===== src/rtl/sim_run_ctrl_if.sv =====
//------------------------------------------------------------------------------
// Module      : sim_run_ctrl_if
// Description : Control/config/verdict bundle between the harness and the run controller.
// Revision    : 1.0 - initial release
//------------------------------------------------------------------------------
`default_nettype none

interface sim_run_ctrl_if #(
    parameter int CNT_W = 64,
    parameter int RST_W = 8,
    parameter int HB_W  = 32
);
    logic             start;
    logic [RST_W-1:0] cfg_reset_cycles;
    logic [CNT_W-1:0] cfg_max_cycles;
    logic [CNT_W-1:0] cfg_dump_start;
    logic             finish_req;
    logic             fail_req;
    logic             heartbeat;
    logic [HB_W-1:0]  cfg_hb_limit;

    logic             dut_reset;
    logic [CNT_W-1:0] run_cycles;
    logic             dump_en;
    logic             done;
    logic             pass;
    logic             fail;
    logic [1:0]       fail_reason;

    modport master (
        output start, cfg_reset_cycles, cfg_max_cycles, cfg_dump_start,
               finish_req, fail_req, heartbeat, cfg_hb_limit,
        input  dut_reset, run_cycles, dump_en, done, pass, fail, fail_reason
    );

    modport slave (
        input  start, cfg_reset_cycles, cfg_max_cycles, cfg_dump_start,
               finish_req, fail_req, heartbeat, cfg_hb_limit,
        output dut_reset, run_cycles, dump_en, done, pass, fail, fail_reason
    );
endinterface

`default_nettype wire


===== src/rtl/sim_run_ctrl.sv =====
//------------------------------------------------------------------------------
// Module      : sim_run_ctrl
// Description : Run controller: DUT reset sequencing, cycle count/timeout, verdict
//               latch and dump window. Optional hang detector: RUN_CTRL_HEARTBEAT_EN.
// Revision    : 1.0 - initial release
//------------------------------------------------------------------------------
`default_nettype none

module sim_run_ctrl #(
    parameter int CNT_W        = 64,
    parameter int RST_W        = 8,
    parameter int DRAIN_CYCLES = 16,
    parameter int HB_W         = 32
) (
    input  logic          clock,
    input  logic          reset,
    sim_run_ctrl_if.slave bus
);

    typedef enum logic [2:0] {
        S_IDLE     = 3'd0,
        S_RST_HOLD = 3'd1,
        S_RUN      = 3'd2,
        S_DRAIN    = 3'd3,
        S_DONE     = 3'd4
    } state_t;

    localparam int c_DRAIN_W = (DRAIN_CYCLES > 1) ? $clog2(DRAIN_CYCLES + 1) : 1;
    localparam logic [c_DRAIN_W-1:0] c_DRAIN_LAST =
        c_DRAIN_W'((DRAIN_CYCLES > 0) ? DRAIN_CYCLES - 1 : 0);

    state_t               r_state;
    state_t               w_state_nx;
    logic [RST_W-1:0]     r_hold;
    logic [c_DRAIN_W-1:0] r_drain;
    logic [CNT_W-1:0]     r_run_cycles;
    logic [CNT_W-1:0]     w_run_nx;
    logic                 r_dut_reset;
    logic                 r_dump_en;
    logic                 r_done;
    logic                 r_pass;
    logic                 r_fail;
    logic [1:0]           r_reason;

    logic                 w_start_ok;
    logic [RST_W-1:0]     w_hold_last;
    logic                 w_timeout;
    logic                 w_hang;
    logic                 w_fail_now;
    logic                 w_pass_now;
    logic [1:0]           w_reason_nx;
    logic                 w_cnt_en;
    logic                 w_dump_nx;

    assign w_start_ok  = bus.start && ((r_state == S_IDLE) || (r_state == S_DONE));
    assign w_hold_last = (bus.cfg_reset_cycles == '0) ? '0
                                                      : bus.cfg_reset_cycles - RST_W'(1);
    assign w_timeout   = (bus.cfg_max_cycles != '0) && (r_run_cycles == bus.cfg_max_cycles);

`ifdef RUN_CTRL_HEARTBEAT_EN
    logic [HB_W-1:0] r_hb_cnt;

    // Cleared outside RUN so every run starts with a fresh idle count.
    always_ff @(posedge clock or posedge reset) begin
        if (reset) begin
            r_hb_cnt <= '0;
        end else if ((r_state != S_RUN) || bus.heartbeat) begin
            r_hb_cnt <= '0;
        end else if (r_hb_cnt != '1) begin
            r_hb_cnt <= r_hb_cnt + HB_W'(1);
        end
    end

    assign w_hang = (bus.cfg_hb_limit != '0) && (r_hb_cnt == bus.cfg_hb_limit);
`else
    logic            w_heartbeat_unused;
    logic [HB_W-1:0] w_hb_limit_unused;

    assign w_heartbeat_unused = bus.heartbeat;
    assign w_hb_limit_unused  = bus.cfg_hb_limit;
    assign w_hang             = 1'b0;
`endif

    always_comb begin
        w_state_nx  = r_state;
        w_fail_now  = 1'b0;
        w_pass_now  = 1'b0;
        w_reason_nx = 2'd0;
        case (r_state)
            S_IDLE: begin
                if (bus.start) begin
                    w_state_nx = S_RST_HOLD;
                end
            end
            S_RST_HOLD: begin
                if (r_hold == w_hold_last) begin
                    w_state_nx = S_RUN;
                end
            end
            S_RUN: begin
                if (bus.fail_req) begin
                    w_state_nx  = S_DONE;
                    w_fail_now  = 1'b1;
                    w_reason_nx = 2'd1;
                end else if (w_timeout) begin
                    w_state_nx  = S_DONE;
                    w_fail_now  = 1'b1;
                    w_reason_nx = 2'd2;
                end else if (w_hang) begin
                    w_state_nx  = S_DONE;
                    w_fail_now  = 1'b1;
                    w_reason_nx = 2'd3;
                end else if (bus.finish_req) begin
                    if (DRAIN_CYCLES == 0) begin
                        w_state_nx = S_DONE;
                        w_pass_now = 1'b1;
                    end else begin
                        w_state_nx = S_DRAIN;
                    end
                end
            end
            S_DRAIN: begin
                if (bus.fail_req) begin
                    w_state_nx  = S_DONE;
                    w_fail_now  = 1'b1;
                    w_reason_nx = 2'd1;
                end else if (r_drain == c_DRAIN_LAST) begin
                    w_state_nx = S_DONE;
                    w_pass_now = 1'b1;
                end
            end
            S_DONE: begin
                if (bus.start) begin
                    w_state_nx = S_RST_HOLD;
                end
            end
            default: begin
                w_state_nx = S_IDLE;
            end
        endcase
    end

    // A cycle that ends the run in failure is not counted as completed.
    assign w_cnt_en = ((r_state == S_RUN) || (r_state == S_DRAIN)) && !w_fail_now;

    always_comb begin
        w_run_nx = r_run_cycles;
        if (w_start_ok) begin
            w_run_nx = '0;
        end else if (w_cnt_en && (r_run_cycles != '1)) begin
            w_run_nx = r_run_cycles + CNT_W'(1);
        end
    end

    // Dump window looks one edge ahead so the registered output lines up with run_cycles.
    always_comb begin
        w_dump_nx = 1'b0;
        if ((w_state_nx == S_RST_HOLD) && (bus.cfg_dump_start == '0)) begin
            w_dump_nx = 1'b1;
        end else if (((w_state_nx == S_RUN) || (w_state_nx == S_DRAIN)) &&
                     (w_run_nx >= bus.cfg_dump_start)) begin
            w_dump_nx = 1'b1;
        end
    end

    always_ff @(posedge clock or posedge reset) begin
        if (reset) begin
            r_state      <= S_IDLE;
            r_hold       <= '0;
            r_drain      <= '0;
            r_run_cycles <= '0;
            r_dut_reset  <= 1'b1;
            r_dump_en    <= 1'b0;
        end else begin
            r_state      <= w_state_nx;
            r_hold       <= (r_state == S_RST_HOLD) ? r_hold + RST_W'(1) : '0;
            r_drain      <= (r_state == S_DRAIN) ? r_drain + c_DRAIN_W'(1) : '0;
            r_run_cycles <= w_run_nx;
            r_dut_reset  <= (w_state_nx == S_IDLE) || (w_state_nx == S_RST_HOLD);
            r_dump_en    <= w_dump_nx;
        end
    end

    always_ff @(posedge clock or posedge reset) begin
        if (reset) begin
            r_done   <= 1'b0;
            r_pass   <= 1'b0;
            r_fail   <= 1'b0;
            r_reason <= 2'd0;
        end else if (w_start_ok) begin
            r_done   <= 1'b0;
            r_pass   <= 1'b0;
            r_fail   <= 1'b0;
            r_reason <= 2'd0;
        end else if ((w_state_nx == S_DONE) && (r_state != S_DONE)) begin
            r_done   <= 1'b1;
            r_pass   <= w_pass_now;
            r_fail   <= w_fail_now;
            r_reason <= w_reason_nx;
        end
    end

    assign bus.dut_reset   = r_dut_reset;
    assign bus.run_cycles  = r_run_cycles;
    assign bus.dump_en     = r_dump_en;
    assign bus.done        = r_done;
    assign bus.pass        = r_pass;
    assign bus.fail        = r_fail;
    assign bus.fail_reason = r_reason;

endmodule

`default_nettype wire

===== src/flat_wrapper.sv =====
// flat-port wrapper written by rule: the top's interface ports become plain ports
module sim_run_ctrl_flat 
#(
    parameter int CNT_W        = 64,
    parameter int RST_W        = 8,
    parameter int DRAIN_CYCLES = 16,
    parameter int HB_W         = 32
)
  (clock, reset, bus_start, bus_cfg_reset_cycles, bus_cfg_max_cycles, bus_cfg_dump_start, bus_finish_req, bus_fail_req, bus_heartbeat, bus_cfg_hb_limit, bus_dut_reset, bus_run_cycles, bus_dump_en, bus_done, bus_pass, bus_fail, bus_fail_reason);
  sim_run_ctrl_if #(.CNT_W(CNT_W), .RST_W(RST_W), .HB_W(HB_W)) bus_i ();
  input  logic clock;
  input  logic reset;
  input wire logic [$bits(bus_i.start)-1:0] bus_start;
  input wire logic [$bits(bus_i.cfg_reset_cycles)-1:0] bus_cfg_reset_cycles;
  input wire logic [$bits(bus_i.cfg_max_cycles)-1:0] bus_cfg_max_cycles;
  input wire logic [$bits(bus_i.cfg_dump_start)-1:0] bus_cfg_dump_start;
  input wire logic [$bits(bus_i.finish_req)-1:0] bus_finish_req;
  input wire logic [$bits(bus_i.fail_req)-1:0] bus_fail_req;
  input wire logic [$bits(bus_i.heartbeat)-1:0] bus_heartbeat;
  input wire logic [$bits(bus_i.cfg_hb_limit)-1:0] bus_cfg_hb_limit;
  output wire logic [$bits(bus_i.dut_reset)-1:0] bus_dut_reset;
  output wire logic [$bits(bus_i.run_cycles)-1:0] bus_run_cycles;
  output wire logic [$bits(bus_i.dump_en)-1:0] bus_dump_en;
  output wire logic [$bits(bus_i.done)-1:0] bus_done;
  output wire logic [$bits(bus_i.pass)-1:0] bus_pass;
  output wire logic [$bits(bus_i.fail)-1:0] bus_fail;
  output wire logic [$bits(bus_i.fail_reason)-1:0] bus_fail_reason;
  assign bus_i.start = bus_start;
  assign bus_i.cfg_reset_cycles = bus_cfg_reset_cycles;
  assign bus_i.cfg_max_cycles = bus_cfg_max_cycles;
  assign bus_i.cfg_dump_start = bus_cfg_dump_start;
  assign bus_i.finish_req = bus_finish_req;
  assign bus_i.fail_req = bus_fail_req;
  assign bus_i.heartbeat = bus_heartbeat;
  assign bus_i.cfg_hb_limit = bus_cfg_hb_limit;
  assign bus_dut_reset = bus_i.dut_reset;
  assign bus_run_cycles = bus_i.run_cycles;
  assign bus_dump_en = bus_i.dump_en;
  assign bus_done = bus_i.done;
  assign bus_pass = bus_i.pass;
  assign bus_fail = bus_i.fail;
  assign bus_fail_reason = bus_i.fail_reason;
  sim_run_ctrl #(.CNT_W(CNT_W), .RST_W(RST_W), .DRAIN_CYCLES(DRAIN_CYCLES), .HB_W(HB_W)) u_core (.clock(clock), .reset(reset), .bus(bus_i));
endmodule

===== config.mk =====
export PLATFORM = sky130hd
export DESIGN_NAME = sim_run_ctrl_flat
export DESIGN_NICKNAME = d
export VERILOG_FILES = /design/src/rtl/sim_run_ctrl_if.sv /design/src/rtl/sim_run_ctrl.sv /design/src/flat_wrapper.sv
export SDC_FILE = /design/constraint.sdc
export NUM_CORES = 1
export LEC_CHECK = 0
export CELL_PAD_IN_SITES_DETAIL_PLACEMENT = 1
export CELL_PAD_IN_SITES_GLOBAL_PLACEMENT = 1
export CORE_ASPECT_RATIO = 1.4
export CORE_MARGIN = 3
export CORE_UTILIZATION = 37
export DETAILED_ROUTE_END_ITERATION = 16
export GPL_TIMING_DRIVEN = 0
export PLACE_DENSITY = 0.95
export SLEW_MARGIN = 0
export SYNTH_ARGS = -nofsm -noshare
export SYNTH_HDL_FRONTEND = slang
export SYNTH_SLANG_ARGS = --single-unit
export TNS_END_PERCENT = 100

===== constraint.sdc =====
create_clock -name clock -period 7.3 [get_ports clock]
set_clock_uncertainty 0.05 [all_clocks]
set_input_delay 1.46 -clock clock [delete_from_list [all_inputs] [get_ports clock]]
set_output_delay 1.46 -clock clock [all_outputs]
set_load 0.01 [all_outputs]

* Yosys cells after proc, flatten, opt, wreduce, memory -nomap -nowiden
Index checks and enable logic that the tools add are counted.
** Storage, ports and cells
- Bits of input ports :: 174
- Output and inout port bits :: 71
- Bits in registers :: 87
- Word-level logic and storage cells :: 81
** Operators by class
- Magnitude comparators :: 1
- Multiplexer cells :: 34
- Reduce and logical (&&, ||, !) cells :: 19
- Equal/unequal tests :: 13
- Add/subtract/negate cells :: 4
** Operator list (number)
- 64-bit two-way mux :: 2
- 64-bit by 1-bit adder with 64-bit output, second input constant :: 1
- 64-bit == test :: 1
- 64-bit >= comparator :: 1
- 64-bit logical NOT :: 1
- 64-bit != test, second input constant :: 1
- 64-bit nonzero test :: 1
- 3-bit two-way mux :: 7
- 8-bit two-way mux :: 2
- 1-bit two-way mux :: 15
- 3-bit by 2-bit == test with 1-bit output, second input constant :: 4
- 3-bit one-hot mux with 4 select lines :: 1
- 8-bit by 1-bit adder with 8-bit output, second input constant :: 1
- 8-bit == test :: 1
- 8-bit logical NOT :: 1
- 2-bit two-way mux :: 4
- 8-bit by 1-bit subtractor with 8-bit output, second input constant :: 1
- 1-bit logical AND :: 7
- 3-bit by 1-bit == test with 1-bit output, second input constant :: 2
- 3-bit == test, second input constant :: 2
- 3-bit logical NOT :: 2
- 5-bit by 1-bit adder with 5-bit output, second input constant :: 1
- 5-bit by 4-bit == test with 1-bit output, second input constant :: 1
- 5-bit two-way mux :: 1
- other kinds (7) :: 10

* Logic depth before layout (Yosys ltp)
Gate-level depths: netlist of the first run.
- Depth in word-level cells :: 14
- Mapped depth :: 21
- Depth with buffers taken out :: 18

* Worst setup path after synthesis of the first run
No wires, ideal clock.
- Kind :: input port to flip-flop
- From :: input port bus_cfg_max_cycles[0]
- To :: register u_core.r_dump_en (netlist: u_core.bus.dump_en)
- Slack :: 2225 ps
- Data arrival time :: 4949 ps
- Path buffers :: 2
- Cell stages on the path :: 17
- Path through :: nor4_1 nand4_1 nor4_2 nor4_2 a21oi_4 buf_2 nand4_2 buf_2 o21ai_0 a21oi_1 ha_1 nand3_1 nor4_1 nand3_1 or4_1 o211a_1 o21ai_1
** Between the ends
- Longest elaborated chain between the ends :: 14
- Elaborated cells on any way between the ends :: 23
- Those cells by class :: order compare (1); eq/ne (4); mux (10); reduce/logical (8)
** Ends and longest elaborated chain
- start: declaration :: RTL line flat_wrapper.sv:15 : input wire logic [$bits(bus_i.cfg_max_cycles)-1:0] bus_cfg_max_cycles;
- 64-bit == test / 64-bit nonzero test (equally long branches) :: RTL line sim_run_ctrl.sv:58 : assign w_timeout = (bus.cfg_max_cycles != '0) && (r_run_cycles == bus.cfg_max_cycles);
- 1-bit logical AND * :: RTL line sim_run_ctrl.sv:58
- 1-bit two-way mux * :: RTL line sim_run_ctrl.sv:105 : end else if (w_timeout) begin
- 1-bit two-way mux * :: RTL line sim_run_ctrl.sv:101 : if (bus.fail_req) begin
- 1-bit one-hot mux with 2 select lines * :: RTL line sim_run_ctrl.sv:89 : case (r_state)
- 1-bit logical NOT * :: RTL line sim_run_ctrl.sv:144 : assign w_cnt_en = ((r_state == S_RUN) || (r_state == S_DRAIN)) && !w_fail_now;
- 1-bit logical AND * :: RTL line sim_run_ctrl.sv:144
- 1-bit logical AND * :: RTL line sim_run_ctrl.sv:150 : end else if (w_cnt_en && (r_run_cycles != '1)) begin
- 64-bit two-way mux * :: RTL line sim_run_ctrl.sv:150
- 64-bit two-way mux * :: RTL line sim_run_ctrl.sv:148 : if (w_start_ok) begin
- via u_core.w_run_nx[55] :: RTL line sim_run_ctrl.sv:37 : logic [CNT_W-1:0] w_run_nx;
- 64-bit >= comparator * :: RTL line sim_run_ctrl.sv:161 : (w_run_nx >= bus.cfg_dump_start)) begin
- 1-bit logical AND * :: RTL line sim_run_ctrl.sv:160 : end else if (((w_state_nx == S_RUN) || (w_state_nx == S_DRAIN)) &&
- 1-bit two-way mux * :: RTL line sim_run_ctrl.sv:160
- 1-bit two-way mux * :: RTL line sim_run_ctrl.sv:158 : if ((w_state_nx == S_RST_HOLD) && (bus.cfg_dump_start == '0)) begin
- via u_core.w_dump_nx :: RTL line sim_run_ctrl.sv:53 : logic w_dump_nx;
- end signal: assignment :: RTL line sim_run_ctrl.sv:180 : r_dump_en <= w_dump_nx;
- end: declaration :: RTL line sim_run_ctrl.sv:39 : logic r_dump_en;
The timed path passes the listed nets; every way through them passes the cells marked *.
A chain may end at the register's enable or synchronous reset.

* Worst setup path after layout of the first run
- From :: input port bus_cfg_max_cycles[21]
- To :: register u_core.r_dump_en (netlist: u_core.bus.dump_en)
The elaborated chain is that of the path after synthesis.

==> flow_summary.yaml, run 1 <==
drt:
  drt_iter0_drc: 715
  wl_per_cell_microns: 26.1
  dr.pass1.iters: 5
  via_count: 8504
  ant_nets: 0
  wirelength_mm: 35.6
  drc: 0
  vias_per_cell: 6.25
place:
  port-buffer-count: 211
  dp_hpwl_mm: 29.0
  gp_congestion: 1.02
layout:
  fin_util: 0.521
  multi_input_area_sq_um: 4800
  num_antenna_cells: 0
  fillers: 2333
  synthToLayoutAreaGrowth_pct: 37.0
  fin_nets: 1351
  drive_above_1_share: 0.0413
  regArea_sq_um: 2180
timing:
  worst_pin_slew_ns: 0.873
  rsz0062_at_grt: "false"
  finalCriticalPeriod_ns: 6.95
  period_share: 0.951
  slew_violations: 0
  slew_headroom: 0.418
  setup-violations-final: 0
  finalHoldViolCount: 0
  fmax_ghz: 0.144
  finalSetupTns_ns: 0
floorplan:
  io_pins: 245
  coreArea_sq_um: 19400
  die_w_microns: 125
  start_util: 0.380
  die_y_microns: 173
  row_count: 60
  die-area_sq_um: 21700
hold_path:
  hp-class: "flip-flop to flip-flop"
  min_from: "u_core.r_drain[0]$_DFF_PP0_"
  min_to: "u_core.r_drain[0]$_DFF_PP0_"
  whs_path_depth: 1
yosys:
  synth_area_leaders: "dfrtp_1, ha_1, xor2_1, nor4_1, inv_1"
  synth_top_family_by_area: "simple AND/OR/NAND/NOR gates"
  synth-xor-area-share: 0.111
  ys_types: 65
  syn_area_sq_um: 7390
  ys_seq_area_frac: 0.295
  synth_edf_count: 0
  async_flop_share: 1.00
  yosys-mux-area-fraction: 0.0103
  synth_nets: 1128
  synth_compound_area_frac: 0.128
  synthCells: 885
  avgSynthCellArea_sq_um: 8.35
  synth_simple_gate_area_frac: 0.282
  yosys.area_share.adder: 0.117
  synth-seq-cells: 87
  yosys_warnings: 0
  synth_top_cell_by_area: "dfrtp_1"
  synth_top_area_share: 0.291
  ys.flop_type: "dfrtp_1"
global_route:
  grt_start_max_net_pins: 50
  antenna_found_initial: 0
  grt_pass1_wl_mm: 53.7
  grt_usage: 0.320
  grt_pass1_vias: 9131
  overflow: 0
status:
  outcome: "completed"
pwr:
  power.density_nw_per_um2: 134
  peakVddDrop_uv: 99.1
  leakage_nw: 4.50
worst_setup_path:
  worstRegToRegCells: 13
  cp.arrival_ns: 7.18
  required_ns: 7.53
  crit_type: "input pin to flip-flop"
  path_max_fanout: 10
  r2r-end: "u_core.bus.dump_en$_DFF_PP0_"
  endpoint_kind: "flip-flop"
  cp-startpoint: "bus_cfg_max_cycles[21]"
  reg2reg_from: "u_core.r_state[0]$_DFF_PP0_"
  crit_path_start_kind: "input pin"
  reg2reg_slack_ns: 1.74
clock_tree:
  post_cts_buffers: 0
  numCtsBuffers: 9
  htree_levels: 3
  cts-root-buf: "clkbuf_16"
  clkLatencyLatePin_ns: 0.36
  clock-sinks: 87
  clockBufferDepth: 2
  cts.clk_slew.worst_paths_ns: 0.07
  cts_tree: "done"
run:
  maxCapViolCount: 0
-- critical path, stage by stage --
cell and delay (ns):
clkdlybuf4s50_1 0.45, nor4_1 0.71, nand4_1 0.25, nor4_2 0.44
nor4_2 0.14, a21oi_4 0.33, buf_2 0.33, nand4_2 0.31
buf_2 0.31, o21ai_0 0.17, a21oi_1 0.15, ha_1 0.35
nand3_1 0.11, nor4_2 0.54, nand3_1 0.18, or4_1 0.52
o211a_1 0.25, o21ai_1 0.16
-- metal layers --
metal | GRT usage | part of all wire
met5 | 0 | 0
met4 | 0.220 | 0.084
met3 | 0.0654 | 0.090
met2 | 0.538 | 0.48
met1 | 0.362 | 0.35
-- through the flow --
step,area [sq um],hold WS (ns),std cells,power [mW],setup slack (ns)
after CTS,10100,0.426,1361,1.34,0.336
after global placement,9810,0.396,1344,0.881,0.170
after global routing,10100,0.461,1361,1.40,0.190
after detailed placement,9840,0.418,1345,0.896,-0.00902
final,10100,0.420,1361,1.35,0.354
after floorplan,7390,0.383,885,0.688,2.23
-- repair_timing --
item / 4_1_cts / 5_1_grt
hold buffers: 0 / 0
endpoints found under the setup margin: 0 / 1
gates resized for setup: 0 / 1
-- cell families (layout without fill, tap and decap cells) --
family | Yosys count | count (layout)
buf+inv | 105 | 333
compound gates | 155 | 155
mux | 7 | 7
flops | 87 | 87
xor+xnor | 94 | 94
fa+ha+maj | 69 | 69
simple gates | 368 | 368
-- worst max-delay path by stage --
stage                                        end  cells after the start  slack, ns
global route        u_core.bus.dump_en$_DFF_PP0_                     18       0.19
floorplan           u_core.bus.dump_en$_DFF_PP0_                     17       2.23
detailed placement  u_core.bus.dump_en$_DFF_PP0_                     18     -0.009
global placement    u_core.bus.dump_en$_DFF_PP0_                     18       0.17
CTS                 u_core.bus.dump_en$_DFF_PP0_                     18       0.34
finish              u_core.bus.dump_en$_DFF_PP0_                     18       0.35
-- where the power goes --
group / switching [mW] / leakage, nW / internal (mW)
sequential: 0.0307 / 1.20 / 0.504
clock: 0.208 / 0.136 / 0.249
combinational: 0.209 / 3.16 / 0.154
total: 0.447 / 4.50 / 0.906
-- synth_stat cells (all sizes together), types with 3 or more instances --
library cell	count
dfrtp	86
inv	83
xor2	79
ha	69
a21oi	55
nand2	55
nor4	52
nand3	50
nor2	50
nand4	44
o21ai	43
or3	32
and3	18
or4	15
xnor2	15
clkbuf	14
nor3	12
o211ai	12
and2	11
nand2b	9
buf	8
a211oi	7
a21o	7
o31ai	6
and4	5
mux2i	5
o21bai	4
a31oi	3
nor2b	3
-- placed cells by master, fill, tap and decap left out, drive strengths merged, types with 3 or more instances in the layout --
master         count
or3               32
nor4              52
and3              18
o31ai              6
inv               83
nand2             55
buf                9
nand4             44
or4               15
o211ai            12
a21oi             55
clkbuf            27
a31oi              3
dfrtp             86
nor2              50
nand2b             9
nand3             50
mux2i              5
nor3              12
xnor2             15
clkdlybuf4s50    211
a21o               7
and2              11
and4               5
o21bai             4
nor2b              3
xor2              79
ha                69
o21ai             43
a211oi             7
-- sequential cells by signal, summed over array words and instances, names as in the netlist --
| name | cells |
|---|---|
| u_core.bus.run_cycles | 64 |
| u_core.r_hold | 8 |
| u_core.r_drain | 5 |
| u_core.r_state | 3 |
| u_core.bus.fail_reason | 2 |
| u_core.bus.done | 1 |
| u_core.bus.dump_en | 1 |
| u_core.bus.dut_reset | 1 |
| u_core.bus.fail | 1 |
| u_core.bus.pass | 1 |
-- layout make-up --
type	instances	share of cell area
plain buffers	22	0.0104
clock inverters	3	0.00173
well taps	248	0.0306
flip-flops and latches	87	0.215
clock buffers	13	0.0257
multi-input cells	693	0.474
inverters	83	0.0310
repair buffers	212	0.211
Note: power is estimated with default switching activity, not from simulation.
==> run 2, diff against run 1 <==
CORE_UTILIZATION = 31   (was 37)
PLACE_DENSITY = 0.84   (was 0.95)
==> flow_summary.yaml, run 2 (synthesis gave the netlist of run 1 again) <==
worst_setup_path:
  crit_path_start_kind: "input pin"
  path_max_fanout: 10
  max_stage_delay_ns: 0.78
  crit_type: "input pin to flip-flop"
  path_buf_inv: 3
  critPathTopFamily: "simple AND/OR/NAND/NOR gates"
  crit_path_top_delay_cell: "nor4_1"
  required_ns: 7.52
  cp.arrival_ns: 7.21
  endpoint_kind: "flip-flop"
  crit_chain: "clkdlybuf4s50_1 > nor4_1 > nand4_1 > nor4_2 > nor4_2 > a21oi_4 > buf_2 > nand4_2 > buf_2 > o21ai_0 > a21oi_1 > ha_1 > nand3_1 > nor4_1 > nand3_1 > or4_1 > o211a_1 > o21ai_1"
layout:
  num_antenna_cells: 0
  drive_above_1_share: 0.0413
  fillers: 2796
  fin_area_sq_um: 10200
  regArea_sq_um: 2180
  fin_cells: 1419
  final_cell_mix: "clkdlybuf4s50_1, dfrtp_1, inv_1, xor2_1, ha_1"
  largest_reg_flops: 64
  synthToLayoutAreaGrowth_pct: 38.0
  multi_input_area_sq_um: 4800
  fin_nets: 1351
  final_common_cell: "clkdlybuf4s50_1"
drt:
  met1_length_mm: 12.7
  drt_iter0_drc: 538
  wirelength_mm: 34.8
  vias_per_cell: 5.83
  routed-wl-met3_mm: 2.45
  via_count: 8271
  ant_nets: 0
  wl_per_cell_microns: 24.5
  drc: 0
  dr.pass1.iters: 5
  wl_met2_mm: 17.0
  highest_layer: "met4"
pwr:
  power.density_nw_per_um2: 134
  pwr-share-clk: 0.339
  peakVddDrop_uv: 110
  swShare: 0.334
  seqPwrFrac: 0.392
  leakage_nw: 4.50
  total_power_mw: 1.36
  p_sw_uw: 455
  pwr-share-comb: 0.269
  p_int_uw: 908
hold_path:
  hp-class: "flip-flop to flip-flop"
place:
  place_inst: 1403
  place_area_sq_um: 9920
  gp_congestion: 0.998
  port-buffer-count: 211
  dp_hpwl_mm: 28.9
clock_tree:
  post_cts_buffers: 0
  clock-sinks: 87
  clockBufferDepth: 2
  numCtsBuffers: 9
  cts_tree: "done"
  clkLatencyLatePin_ns: 0.36
  cts.clk_slew.worst_paths_ns: 0.07
  hold_buffers: 0
  cts-root-buf: "clkbuf_16"
  cts_resized: 0
  htree_levels: 3
floorplan:
  die-area_sq_um: 25800
  coreArea_sq_um: 23400
  die_w_microns: 137
  die_y_microns: 189
  start_util: 0.316
  row_count: 66
  io_pins: 245
global_route:
  grt_pass1_vias: 8948
  grt_usage: 0.267
  grt_pass1_wl_mm: 51.8
  grt_start_max_net_pins: 49
  antenna_found_initial: 0
  overflow: 0
timing:
  finalSetupTns_ns: 0
  rsz0062_at_grt: "false"
  fmax_ghz: 0.143
  slew_violations: 0
  finalHoldViolCount: 0
  worst_pin_slew_ns: 1.02
  setup-violations-final: 0
  slew_headroom: 0.321
  finalCriticalPeriod_ns: 6.99
  period_share: 0.957
run:
  maxCapViolCount: 0
status:
  outcome: "completed"
-- run 2: through the flow --
stage	worst slack, ns	hold WS (ns)	util
floorplan	2.23	0.383	-
global placement	0.216	0.395	0.423
detailed placement	0.126	0.416	0.424
CTS	0.464	0.425	0.437
global route	0.127	0.467	0.437
finish	0.312	0.421	0.437
-- run 2: path summary, 6_finish.rpt --
path,end,start,depth (start not counted),slack [ns]
worst max-delay path,u_core.bus.dump_en$_DFF_PP0_,bus_cfg_max_cycles[32],18,0.31
worst min-delay path,u_core.r_drain[0]$_DFF_PP0_,u_core.r_drain[0]$_DFF_PP0_,1,0.42
worst max register to register,u_core.bus.dump_en$_DFF_PP0_,u_core.r_state[0]$_DFF_PP0_,13,1.70
worst min register to register,u_core.r_drain[0]$_DFF_PP0_,u_core.r_drain[0]$_DFF_PP0_,1,0.42
max in group asynchronous,u_core.bus.run_cycles[34]$_DFF_PP0_,reset,3,5.06
min in group asynchronous,u_core.r_drain[4]$_DFF_PP0_,reset,2,1.46
-- run 2: per-layer routing --
metal | vias to the layer above | GRT usage
met3 | 122 | 0.0363
met5 | - | 0
li1 | 3682 | -
met4 | 0 | 0.185
met2 | 426 | 0.457
met1 | 4041 | 0.302
-- run 2: area by class of cell --
type,instances,share of cell area
sequential,87,0.213
multi-input combinational,693,0.470
tap,306,0.0375
timing repair buffer,212,0.210
clock inverter,4,0.00294
buffer,22,0.0103
inverter,83,0.0308
clock buffer,12,0.0251
-- run 2: worst reg2reg max path, delay by kind of cell (launching register included) --
family,cells,cell delay [ns]
AO/OA/AOI/OAI,3,0.60
adder cells (fa/ha/maj),1,0.36
buffers and inverters,5,2.13
flip-flops,1,0.37
AND/OR/NAND/NOR,4,2.02
-- run 2: power groups by stage --
| stage | registers [mW] | logic (mW) | clock network (mW) |
|---|---|---|---|
| floorplan | 0.537 | 0.152 | 0 |
| global placement | 0.542 | 0.350 | 0 |
| detailed placement | 0.543 | 0.359 | 0 |
| CTS | 0.534 | 0.362 | 0.466 |
| global route | 0.538 | 0.390 | 0.482 |
| finish | 0.534 | 0.367 | 0.463 |
